**config.mk**
```make
export PLATFORM = sky130hd
export DESIGN_NAME = paddsb_serial
export DESIGN_NICKNAME = d
export VERILOG_FILES = /design/src/rtl/paddsb_serial_pkg.sv /design/src/rtl/paddsb_serial_nibble_sat_add.sv /design/src/rtl/paddsb_serial.sv
export SDC_FILE = /design/constraint.sdc
export NUM_CORES = 1
export LEC_CHECK = 0
export CAP_MARGIN = 20
export CELL_PAD_IN_SITES_DETAIL_PLACEMENT = 0
export CELL_PAD_IN_SITES_GLOBAL_PLACEMENT = 1
export CORE_UTILIZATION = 33
export DETAILED_ROUTE_END_ITERATION = 8
export GPL_TIMING_DRIVEN = 0
export PLACE_DENSITY_LB_ADDON = 0.05
export SYNTH_ARGS = -nofsm -noshare
export SYNTH_HDL_FRONTEND = slang
export SYNTH_SLANG_ARGS = --single-unit
export TNS_END_PERCENT = 100
```
**constraint.sdc**
```tcl
create_clock -name clk -period 3.3 [get_ports clk]
set_input_delay 0.99 -clock clk [delete_from_list [all_inputs] [get_ports clk]]
set_output_delay 0.99 -clock clk [all_outputs]
set_load 0.02 [all_outputs]
```
**src/rtl/paddsb_serial_pkg.sv**
```systemverilog
// Shared types and constants for the serial packed saturating-add engine.
// Holds the FSM state encoding, lane width and saturation values.
package paddsb_serial_pkg;

    typedef enum logic [1:0] {
        IDLE = 2'b00,
        RUN  = 2'b01,
        DONE = 2'b10
    } state_t;

    localparam int LANE_W = 4;

    localparam logic [3:0] SAT_POS = 4'b0111;
    localparam logic [3:0] SAT_NEG = 4'b1000;

endpackage

```
**src/rtl/paddsb_serial_nibble_sat_add.sv**
```systemverilog
// Combinational 4-bit ripple adder with signed saturation.
// Overflow is the carry into the sign bit XOR the carry out of it.
module nibble_sat_add
    import paddsb_serial_pkg::*;
(
    output logic [3:0] Sum,
    output logic       Overflow,
    input  logic [3:0] A,
    input  logic [3:0] B,
    input  logic       CarryIn
);

    logic [4:0] carry;
    logic [3:0] raw;

    always_comb begin
        carry[0] = CarryIn;
        raw      = '0;
        for (int i = 0; i < 4; i++) begin
            raw[i]     = A[i] ^ B[i] ^ carry[i];
            carry[i+1] = (A[i] & B[i]) | (carry[i] & (A[i] ^ B[i]));
        end
        Overflow = carry[3] ^ carry[4];
        if (Overflow) begin
            Sum = A[3] ? SAT_NEG : SAT_POS;
        end else begin
            Sum = raw;
        end
    end

endmodule

```
**src/rtl/paddsb_serial.sv**
```systemverilog
// Serial PADDSB engine: one shared saturating nibble adder, one lane per cycle.
// Optional sticky overflow flag is enabled by defining PADDSB_STICKY_OVF_EN.
module paddsb_serial
    import paddsb_serial_pkg::*;
#(
    parameter int NIBBLES = 4
) (
    input  logic                    clk,
    input  logic                    rst_n,
    input  logic                    start,
`ifdef PADDSB_STICKY_OVF_EN
    input  logic                    clr_sticky,
    output logic                    ovf_sticky,
`endif
    input  logic [4*NIBBLES-1:0]    A,
    input  logic [4*NIBBLES-1:0]    B,
    output logic [4*NIBBLES-1:0]    Sum,
    output logic [NIBBLES-1:0]      Ovf,
    output logic                    busy,
    output logic                    done
);

    localparam int CW = (NIBBLES > 1) ? $clog2(NIBBLES) : 1;
    localparam int W  = LANE_W * NIBBLES;

    state_t          state;
    state_t          nextState;
    logic [CW-1:0]   cnt;
    logic [W-1:0]    opA;
    logic [W-1:0]    opB;
    logic [3:0]      aLane;
    logic [3:0]      bLane;
    logic [3:0]      laneSum;
    logic            laneOvf;
    logic            accept;
    logic            lastLane;

    assign accept   = start && ((state == IDLE) || (state == DONE));
    assign lastLane = (cnt == CW'(NIBBLES - 1));
    assign busy     = (state == RUN);
    assign done     = (state == DONE);

    always_comb begin
        aLane = '0;
        bLane = '0;
        for (int i = 0; i < NIBBLES; i++) begin
            if (cnt == CW'(i)) begin
                aLane = opA[i*LANE_W +: LANE_W];
                bLane = opB[i*LANE_W +: LANE_W];
            end
        end
    end

    nibble_sat_add uAdd (
        .Sum      (laneSum),
        .Overflow (laneOvf),
        .A        (aLane),
        .B        (bLane),
        .CarryIn  (1'b0)
    );

    always_comb begin
        nextState = state;
        unique case (state)
            IDLE:    if (start) nextState = RUN;
            RUN:     if (lastLane) nextState = DONE;
            DONE:    nextState = start ? RUN : IDLE;
            default: nextState = IDLE;
        endcase
    end

    always_ff @(posedge clk) begin
        if (!rst_n) begin
            state <= IDLE;
            cnt   <= '0;
            opA   <= '0;
            opB   <= '0;
            Sum   <= '0;
            Ovf   <= '0;
        end else begin
            state <= nextState;
            if (accept) begin
                opA <= A;
                opB <= B;
                Sum <= '0;
                Ovf <= '0;
                cnt <= '0;
            end else if (state == RUN) begin
                for (int i = 0; i < NIBBLES; i++) begin
                    if (cnt == CW'(i)) begin
                        Sum[i*LANE_W +: LANE_W] <= laneSum;
                        Ovf[i]                  <= laneOvf;
                    end
                end
                cnt <= cnt + CW'(1);
            end
        end
    end

`ifdef PADDSB_STICKY_OVF_EN
    // Clear has priority over a same-cycle saturating lane write.
    always_ff @(posedge clk) begin
        if (!rst_n) begin
            ovf_sticky <= 1'b0;
        end else if (clr_sticky) begin
            ovf_sticky <= 1'b0;
        end else if ((state == RUN) && laneOvf) begin
            ovf_sticky <= 1'b1;
        end
    end
`endif

endmodule
```
# Yosys cells after proc, flatten, opt, wreduce, memory -nomap -nowiden
# Cells that the tools add are included.
[op_classes]
addsub = 1
n_eq_ne = 7
muxes = 14
n_bitwise = 19
reduce_logical = 10
[op_table]
columns = ["cell", "n"]
rows = [
  ["2-to-1 mux 4 bit", 10],
  ["AND reduction 2 bit", 5],
  ["XOR 1 bit", 8],
  ["bitwise AND 1 bit", 7],
  ["equality test 2 bit (second input constant)", 3],
  ["case mux 2 bit (3 select lines)", 1],
  ["equality test 2 x 1 -> 1 bit (second input constant)", 2],
  ["logical NOT 2 bit", 2],
  ["2-to-1 mux 2 bit", 2],
  ["OR 1 bit", 3],
  ["adder 2 x 1 -> 2 bit (second input constant)", 1],
  ["!= test 2 x 1 -> 1 bit (second input constant)", 1],
  ["!= test 2 bit (second input constant)", 1],
  ["OR reduction 2 bit", 1],
  ["logical AND 1 bit", 1],
  ["logical OR 1 bit", 1],
  ["2-to-1 mux 1 bit", 1],
  ["inverter 1 bit", 1],
]
[totals]
ff_bits = 56
in_bits = 35
output_inout_bits = 22
wordCells = 63

# Logic depth before layout (Yosys ltp)
# Gate-level depths: netlist of run 1.
[logic_depth]
ltp_word = 14
depth_mapped = 17
depth_no_buf = 15

# Modules after synthesis
# From an unflattened synthesis of run 1, not the netlist that was laid out.
[hier_totals]
cells_unflattened = 315
area_unflattened_um2 = 2732.6
[by_module_without_submodules]
columns = ["mod", "n_inst", "cells_each", "area_each_um2", "seq_area_each_um2"]
rows = [
  ["paddsb_serial", 1, 298, 2553.7, 1121.1],
  ["nibble_sat_add", 1, 17, 178.9, 0.0],
]

# Worst setup path before layout of run 1
# OpenSTA, ideal clock, no wires.
[synth_timing]
path_type = "register -> register"
from = "reg cnt[0]"
to = "reg Sum[1]"
setup_ns = 0.073
arrival_ns = 3.370
t_required_ns = 3.227
slack_ns = -0.143
stages_incl_launch_ff = 16
n_path_buf = 2
synth_period_minus_slack_ns = 3.443
path_cell_list = "dfxtp_1 > inv_1 > ha_1 > buf_2 > clkbuf_1 > a21oi_1 > a21oi_1 > o21ai_0 > fa_1 > inv_1 > fa_1 > fa_1 > xnor2_2 > and3_2 > a22oi_4 > o21ai_1"
[synth_between]
elab_chain_len = 14
word_cells_on_any_way = 30
classes_between = "3 x eq/ne; 10 x mux; 15 x bitwise; 2 x reduce/logical"
[synth_lines]
columns = ["element", "line", "text"]
rows = [
  ["start: declaration", "paddsb_serial.sv:28", "logic [CW-1:0] cnt;"],
  ["start signal: assignment", "paddsb_serial.sv:95", "cnt <= cnt + CW'(1);"],
  ["logical NOT 2 bit", "paddsb_serial.sv:47, paddsb_serial.sv:90", ""],
  ["2-to-1 mux 4 bit (4 in series)", "paddsb_serial.sv:47", "if (cnt == CW'(i)) begin"],
  ["bitwise AND 1 bit / XOR 1 bit (equally long branches)", "paddsb_serial_nibble_sat_add.sv:21, paddsb_serial_nibble_sat_add.sv:20", ""],
  ["bitwise AND 1 bit", "paddsb_serial_nibble_sat_add.sv:21", "carry[i+1] = (A[i] & B[i]) | (carry[i] & (A[i] ^ B[i]));"],
  ["OR 1 bit", "paddsb_serial_nibble_sat_add.sv:21", ""],
  ["bitwise AND 1 bit", "paddsb_serial_nibble_sat_add.sv:21", ""],
  ["OR 1 bit", "paddsb_serial_nibble_sat_add.sv:21", ""],
  ["bitwise AND 1 bit", "paddsb_serial_nibble_sat_add.sv:21", ""],
  ["OR 1 bit", "paddsb_serial_nibble_sat_add.sv:21", ""],
  ["XOR 1 bit", "paddsb_serial_nibble_sat_add.sv:23", "Overflow = carry[3] ^ carry[4];"],
  ["2-to-1 mux 4 bit", "paddsb_serial_nibble_sat_add.sv:24", "if (Overflow) begin"],
  ["end signal: indexed assignment", "paddsb_serial.sv:91", "Sum[i*LANE_W +: LANE_W] <= laneSum;"],
  ["end: declaration", "paddsb_serial.sv:17", "output logic [4*NIBBLES-1:0] Sum,"],
]
# Parallel ways exist; a longest one is shown, timed or not.
# A chain may end at the register's enable or synchronous reset.

# Final worst setup path of run 1
[layout_timing]
from = "reg cnt[1]"
to = "reg Sum[5]"
[layout_between]
elab_chain_len = 14
word_cells_on_any_way = 30
classes_between = "3 x eq/ne; 10 x mux; 15 x bitwise; 2 x reduce/logical"
[layout_lines]
columns = ["element", "line"]
rows = [
  ["logical NOT 2 bit", "paddsb_serial.sv:47"],
  ["2-to-1 mux 4 bit (4 in series)", "paddsb_serial.sv:47"],
  ["bitwise AND 1 bit / XOR 1 bit (equally long branches)", "paddsb_serial_nibble_sat_add.sv:21, paddsb_serial_nibble_sat_add.sv:20"],
  ["bitwise AND 1 bit", "paddsb_serial_nibble_sat_add.sv:21"],
  ["OR 1 bit", "paddsb_serial_nibble_sat_add.sv:21"],
  ["bitwise AND 1 bit", "paddsb_serial_nibble_sat_add.sv:21"],
  ["OR 1 bit", "paddsb_serial_nibble_sat_add.sv:21"],
  ["bitwise AND 1 bit", "paddsb_serial_nibble_sat_add.sv:21"],
  ["OR 1 bit", "paddsb_serial_nibble_sat_add.sv:21"],
  ["XOR 1 bit", "paddsb_serial_nibble_sat_add.sv:23"],
  ["2-to-1 mux 4 bit", "paddsb_serial_nibble_sat_add.sv:24"],
]
# Parallel ways exist; a longest one is shown, timed or not.

==> out/summary.txt, run 1 <==
Status: finished, final reports clean
Ys flop type: dfxtp_1
Area of the multi-input gates: 1310 um2
Total Power: 1.35 mW
Synth area leaders: dfxtp_1 45%, nand2_1 12%, a21oi_1 11%
Initial antenna violation count: 0
Vias per std cell: 4.69
Startpoint Class: register
Post-synthesis sequential area ratio: 0.446
CTS tree: built
Synth Net Count: 353
Worst path required time: 3.55 ns
Initial detailed-routing violation count: 91
Final Hold Fails: 0
Share of Yosys cell area claimed by the top area cell type: 0.446
Initial Utilization: 0.345
All-layer global routing usage: 0.174
Number of I/O pins: 57
Total Wirelength: 6550 um
GR Overflow Total: 0
Max-cap viol count: 0
Commonest non-fill, non-tap cell in the layout: nand2_1
Hold buffer count at cts: 0
Final period utilization: 0.949
Die area: 7970 um2
CORE AREA: 7290 um2
Deepest clock path buffer count: 2
Synth cell types: 30
Area Growth Syn to Fin: 39.9%
Total CTS buffers: 5
FILL cells: 764
Post-synth EDFFs: 0
Port buffer count: 56
Fin cells: 485
Gpl congestion: 0.738
Die span in y: 89.3 um
Fmax: 319 MHz
Power per Cell Area: 384 nW/um2
Worst-path clk slew: 0.11 ns
Share of cells above drive strength 1: 0.171
P_leak: 1.32 nW
Critical-path maximum fanout: 8
Placed Cells incl. Taps: 464
Slew margin rel.: 0.673
Synth warnings: 0
CP Capture Type: register
TritonRoute pass-1 iters: 4
Mapped cell area: 2510 um2
FF/Latch Area: 1130 um2
Worst Path Arrival: 3.38 ns
Worst-Skew Late Latency: 0.31 ns
Syn Area/Cell: 8.13 um2
Fin Hold WS: 0.459 ns
Area leader, netlist: dfxtp_1
Flops & latches, synth: 56
Detailed Place HPWL: 4570 um
Crit Path Category: reg -> reg
H-tree depth: 2
Worst IR Drop VDD: 0.000181 V
Final setup viols: 0
Final Skew: 0.0128 ns
Worst hold path class: reg -> reg
CTS root buffer: clkbuf_8
Worst Tran Pin Value: 0.491 ns
Synth async-reset ratio: 0
Avg WL per Cell: 13.5 um
Via Count: 2274
Nets@finish: 429
Antenna viol nets, final: 0
Largest net degree at the start of global routing: 20
Final core occ: 0.482
Area post-placement: 3200 um2
Slew Viols, Final: 0
Vias in the first global route: 2036
Horiz. Die Dim: 89.3 um
Rows: 31
RSZ-0062 raised after global routing: yes
Commonest cells after routing, fill and taps aside: 80 x nand2_1, 56 x clkdlybuf4s50_1, 54 x dfxtp_1
Cells after synthesis: 309
Antenna cells: 0
Tmin final: 3.13 ns
# clock sinks: 56
DRC Markers: 0
First-pass GRT wire length: 10400 um
Post-route cell area: 3510 um2
==> final cells by class <==
class | count | area share
Multi-Input combinational cell | 221 | 0.372
Clock buffer | 5 | 0.0196
Buffer | 19 | 0.0384
Tap cell | 99 | 0.0352
Clock inverter | 3 | 0.00534
Inverter | 11 | 0.0132
Sequential cell | 56 | 0.320
Timing Repair Buffer | 71 | 0.196
==> kinds of logic (layout without fill, tap and decap cells) <==
kind of cell	Yosys count	in the layout	share of synthesized area
DFF	56	56	0.446
AOI/OAI and AO/OA	83	83	0.194
xor gates and xnor gates	2	2	0.00996
and+or+nand+nor	127	127	0.229
adders and majority gates	9	9	0.0568
buffers and inverters	32	109	0.0637
==> worst max-delay path: stages, from the launching register on <==
cell      delay, ns
dfxtp_2        0.37
inv_4          0.06
ha_4           0.19
nand3b_1       0.18
a21oi_2        0.16
a21oi_2        0.05
o21ai_1        0.14
ha_2           0.19
fa_2           0.18
inv_2          0.04
fa_2           0.35
fa_2           0.44
xnor2_4        0.16
nor3_4         0.28
a22oi_4        0.15
o21ai_1        0.14
==> synth_stat cells, drive strengths merged, types with 4 or more instances <==
library cell	count
nand2	80
a21oi	56
dfxtp	56
o21ai	19
buf	17
nand3	16
nor2	14
inv	11
nand3b	9
a22oi	5
ha	5
clkbuf	4
fa	4
nor2b	4
==> power by group <==
part           internal, mW  switching (mW)  total [mW]
Combinational         0.121           0.130       0.251
Sequential            0.704          0.0170       0.721
Clock                 0.149           0.228       0.377
Total                 0.973           0.375        1.35
==> path summary, 6_finish.rpt <==
check	slack [ns]	endpoint	cells past startpoint	from
setup reg to reg	0.17	Sum[5]$_SDFFE_PP0P_	15	cnt[1]$_SDFFE_PP0P_
hold / removal	0.46	opA[15]$_SDFFE_PN0P_	2	opA[15]$_SDFFE_PN0P_
hold reg to reg	0.46	opA[15]$_SDFFE_PN0P_	2	opA[15]$_SDFFE_PN0P_
setup / recovery	0.17	Sum[5]$_SDFFE_PP0P_	15	cnt[1]$_SDFFE_PP0P_
==> metal layers <==
metal / wire length, um / track usage / up-vias
met3: 214 / 0.0277 / 6
met4: 68 / 0.0476 / 0
met1: 3360 / 0.259 / 1045
met5: 0 / 0 / -
met2: 2910 / 0.259 / 48
li1: - / - / 1175
==> flip-flops by register name, summed over array words and instances (netlist names) <==
signal / count
Ovf: 4
Sum: 16
cnt: 2
opA: 16
opB: 16
state: 2
==> repair_timing <==
action                     CTS  global route
gates resized for setup     17            21
setup endpoints to repair   17            16
pin swaps                    7            11
setup buffers                7             7
cloned                       0             2
==> through the flow <==
step / setup WS (ns) / TNS, ns
floorplan: 0.00999 / 0
global placement: -0.660 / -9.56
detailed placement: -0.649 / -9.45
CTS: 0.0271 / 0
global route: -0.0147 / -0.0279
finish: 0.167 / 0
Power figures use the tool's default switching activity.
==> run 2: changes to the inputs <==
--- a/config.mk
+++ b/config.mk
@@ -6,9 +6,10 @@
 export NUM_CORES = 1
 export LEC_CHECK = 0
 export CAP_MARGIN = 20
-export CELL_PAD_IN_SITES_DETAIL_PLACEMENT = 0
-export CELL_PAD_IN_SITES_GLOBAL_PLACEMENT = 1
-export CORE_UTILIZATION = 33
+export CELL_PAD_IN_SITES_DETAIL_PLACEMENT = 1
+export CELL_PAD_IN_SITES_GLOBAL_PLACEMENT = 2
+export CORE_MARGIN = 3
+export CORE_UTILIZATION = 26
 export DETAILED_ROUTE_END_ITERATION = 8
 export GPL_TIMING_DRIVEN = 0
 export PLACE_DENSITY_LB_ADDON = 0.05
==> run 2 against run 1 <==
Effect of this change:
- fmax decreased by 3.9%
- utilization decreased by 10 points
- power increased by 2.0%
- via count decreased by 0.48%
- critical path depth increased by 1
- flip-flop and latch count unchanged
- final cell count increased by 6.4%
- clock power increased by 4%
- die area increased by 37%
- critical endpoint is now Sum[1]$_SDFFE_PP0P_
- largest cell class unchanged
==> out/summary.txt, run 2 (synthesis results as in run 1) <==
Detailed Place HPWL: 5380 um (+18%)
WP depth: 16 (+1)
Leading registers by flop count: Sum x16, opA x16, opB x16
Slew margin rel.: 0.652 (-0.0212)
Die area: 10900 um2 (+37%)
Nets@finish: 430 (+0.23%)
Critical Path Sink: Sum[1]$_SDFFE_PP0P_
Total Wirelength: 7810 um (+19%)
Worst-Skew Late Latency: 0.31 ns (about the same)
Commonest non-fill, non-tap cell in the layout: nand2_1
CP cell instances: inv_4 > ha_4 > buf_6 > nand3b_1 > a21oi_2 > a21oi_1 > o21ai_1 > ha_2 > fa_2 > inv_2 > fa_2 > fa_2 > xnor2_4 > nor3_4 > a22oi_4 > o21ai_1
Worst path required time: 3.55 ns (about the same)
Gpl congestion: 0.685 (-7.2%)
Largest net degree at the start of global routing: 20 (unchanged)
RSZ-0062 raised after global routing: yes
Initial detailed-routing violation count: 63 (-31%)
Rows: 35 (+13%)
Vias in the first global route: 2332 (+15%)
Largest stage delay on the critical path: 0.44 ns (about the same)
Number of I/O pins: 57 (unchanged)
Area post-placement: 3240 um2 (+1.2%)
Via Count: 2263 (-0.48%)
Fmax: 307 MHz (-3.9%)
CP delay by family, top: adder cells
Initial antenna violation count: 0 (unchanged)
Startpoint Class: register
Tmin final: 3.26 ns (+0.126 ns)
Worst IR Drop VDD: 0.000178 V (-1.6%)
Area of the multi-input gates: 1310 um2 (-0.19%)
Antenna cells: 0 (unchanged)
DRC Markers: 0 (unchanged)
TritonRoute pass-1 iters: 6 (+2)
Max-cap viol count: 0 (unchanged)
Vias per std cell: 4.39 (-6.5%)
Deepest clock path buffer count: 2 (unchanged)
Avg WL per Cell: 15.1 um (+12%)
H-tree depth: 2 (unchanged)
Commonest cells after routing, fill and taps aside: 79 x nand2_1, 56 x clkdlybuf4s50_1, 54 x dfxtp_1
FF/Latch Area: 1130 um2 (+0.22%)
FILL cells: 1144 (+50%)
Crit Path Category: reg -> reg
CTS tree: built
Critical Path Start: cnt[1]$_SDFFE_PP0P_
First-pass GRT wire length: 12400 um (+20%)
Final Skew: 0.0112 ns (-0.00159 ns)
Worst reg2reg path depth: 16 (+1)
CTS root buffer: clkbuf_8
Slew Viols, Final: 0 (unchanged)
# clock sinks: 56 (unchanged)
GR Overflow Total: 0 (unchanged)
Port buffer count: 56 (unchanged)
Total Power: 1.38 mW (+2.0%)
All-layer global routing usage: 0.144 (-0.0297)
Worst hold path class: reg -> reg
Status: finished, final reports clean
CP Capture Type: register
Final Hold Fails: 0 (unchanged)
Slowest-stage cell, CP: fa_2
Initial Utilization: 0.269 (-0.0752)
Antenna viol nets, final: 0 (unchanged)
Post-route cell area: 3560 um2 (+1.3%)
Power per Cell Area: 386 nW/um2 (+0.67%)
CORE AREA: 9330 um2 (+28%)
Horiz. Die Dim: 104 um (+17%)
Most used cell, CP: fa_2
P_leak: 1.32 nW (about the same)
Total CTS buffers: 5 (unchanged)
Critical-path maximum fanout: 5 (-3)
R2R Path End: Sum[1]$_SDFFE_PP0P_
Share of cells above drive strength 1: 0.168 (-0.00303)
Worst Path Arrival: 3.51 ns (+0.13 ns)
Area Growth Syn to Fin: 41.7%
Worst Tran Pin Value: 0.523 ns (+0.0318 ns)
Final setup viols: 0 (unchanged)
Final period utilization: 0.988 (+0.0383)
CP bufs+invs: 3 (+1)
Worst r2r src: cnt[1]$_SDFFE_PP0P_
Die span in y: 104 um (+17%)
Worst R2R Setup Slack: 0.04 ns (-0.13 ns)
Worst-path clk slew: 0.11 ns (about the same)
## run 2: cell count changes in the layout (fill, tap and decap cells not counted), moves of 2 or more
cell        before  now
clkinvlp_4       0    2
o21ai_2          3    0
o21ai_1         13   16
clkinv_2         2    0
a21oi_2          4    2
## run 2: repair_timing
| action | 4_1_cts | 5_1_grt |
|---|---|---|
| pin swaps | 12 | 17 |
| gates cloned | 1 | 1 |
| setup endpoints to repair | 20 | 16 |
| gates resized for setup | 29 | 8 |
| buffers inserted | 13 | 1 |
| hold buffers | 0 | 0 |
## run 2: cell type report
type	count	area share
well taps	129	0.0453
inverters	11	0.0123
plain buffers	20	0.0450
clock inverters	3	0.00668
multi-input cells	221	0.367
clock buffers	5	0.0193
repair buffers	71	0.188
flip-flops and latches	56	0.317
## run 2: power breakdown
group	switching [mW]	leakage [nW]	internal (mW)	total [mW]
sequential	0.0169	0.458	0.703	0.720
combinational	0.139	0.824	0.123	0.263
clock	0.241	0.0404	0.151	0.393
total	0.398	1.32	0.977	1.38
## run 2: per-layer routing
metal  GRT usage  wire length [um]
met1       0.207              4000
met2       0.223              3490
met3      0.0292               270
met4      0.0285                50
met5           0                 0
## run 2: per-stage QoR
stage	cells	hold WS [ns]	setup TNS [ns]	utilization	worst slack [ns]
finish	516	0.462	0	0.382	0.0410
CTS	514	0.465	-0.0693	0.377	-0.0238
global placement	494	0.445	-11.33	0.347	-0.766
global route	516	0.487	-1.38	0.382	-0.121
floorplan	309	0.436	0	-	0.00999
detailed placement	494	0.450	-11.78	0.347	-0.780
## run 2: worst min path at each step
stage / from / end / slack [ns] / depth (start not counted)
global placement: opA[0]$_SDFFE_PN0P_ / opA[0]$_SDFFE_PN0P_ / 0.44 / 2
CTS: Sum[11]$_SDFFE_PP0P_ / Sum[11]$_SDFFE_PP0P_ / 0.47 / 2
detailed placement: Sum[11]$_SDFFE_PP0P_ / Sum[11]$_SDFFE_PP0P_ / 0.45 / 2
finish: Sum[3]$_SDFFE_PP0P_ / Sum[3]$_SDFFE_PP0P_ / 0.46 / 2
floorplan: opA[10]$_SDFFE_PN0P_ / opA[10]$_SDFFE_PN0P_ / 0.44 / 2
global route: opA[5]$_SDFFE_PN0P_ / opA[5]$_SDFFE_PN0P_ / 0.49 / 2
## run 2: worst min-delay path, stage by stage, from the launching register on
cell	delay (ns)
dfxtp_1	0.32
nand2_1	0.05
a21oi_1	0.05
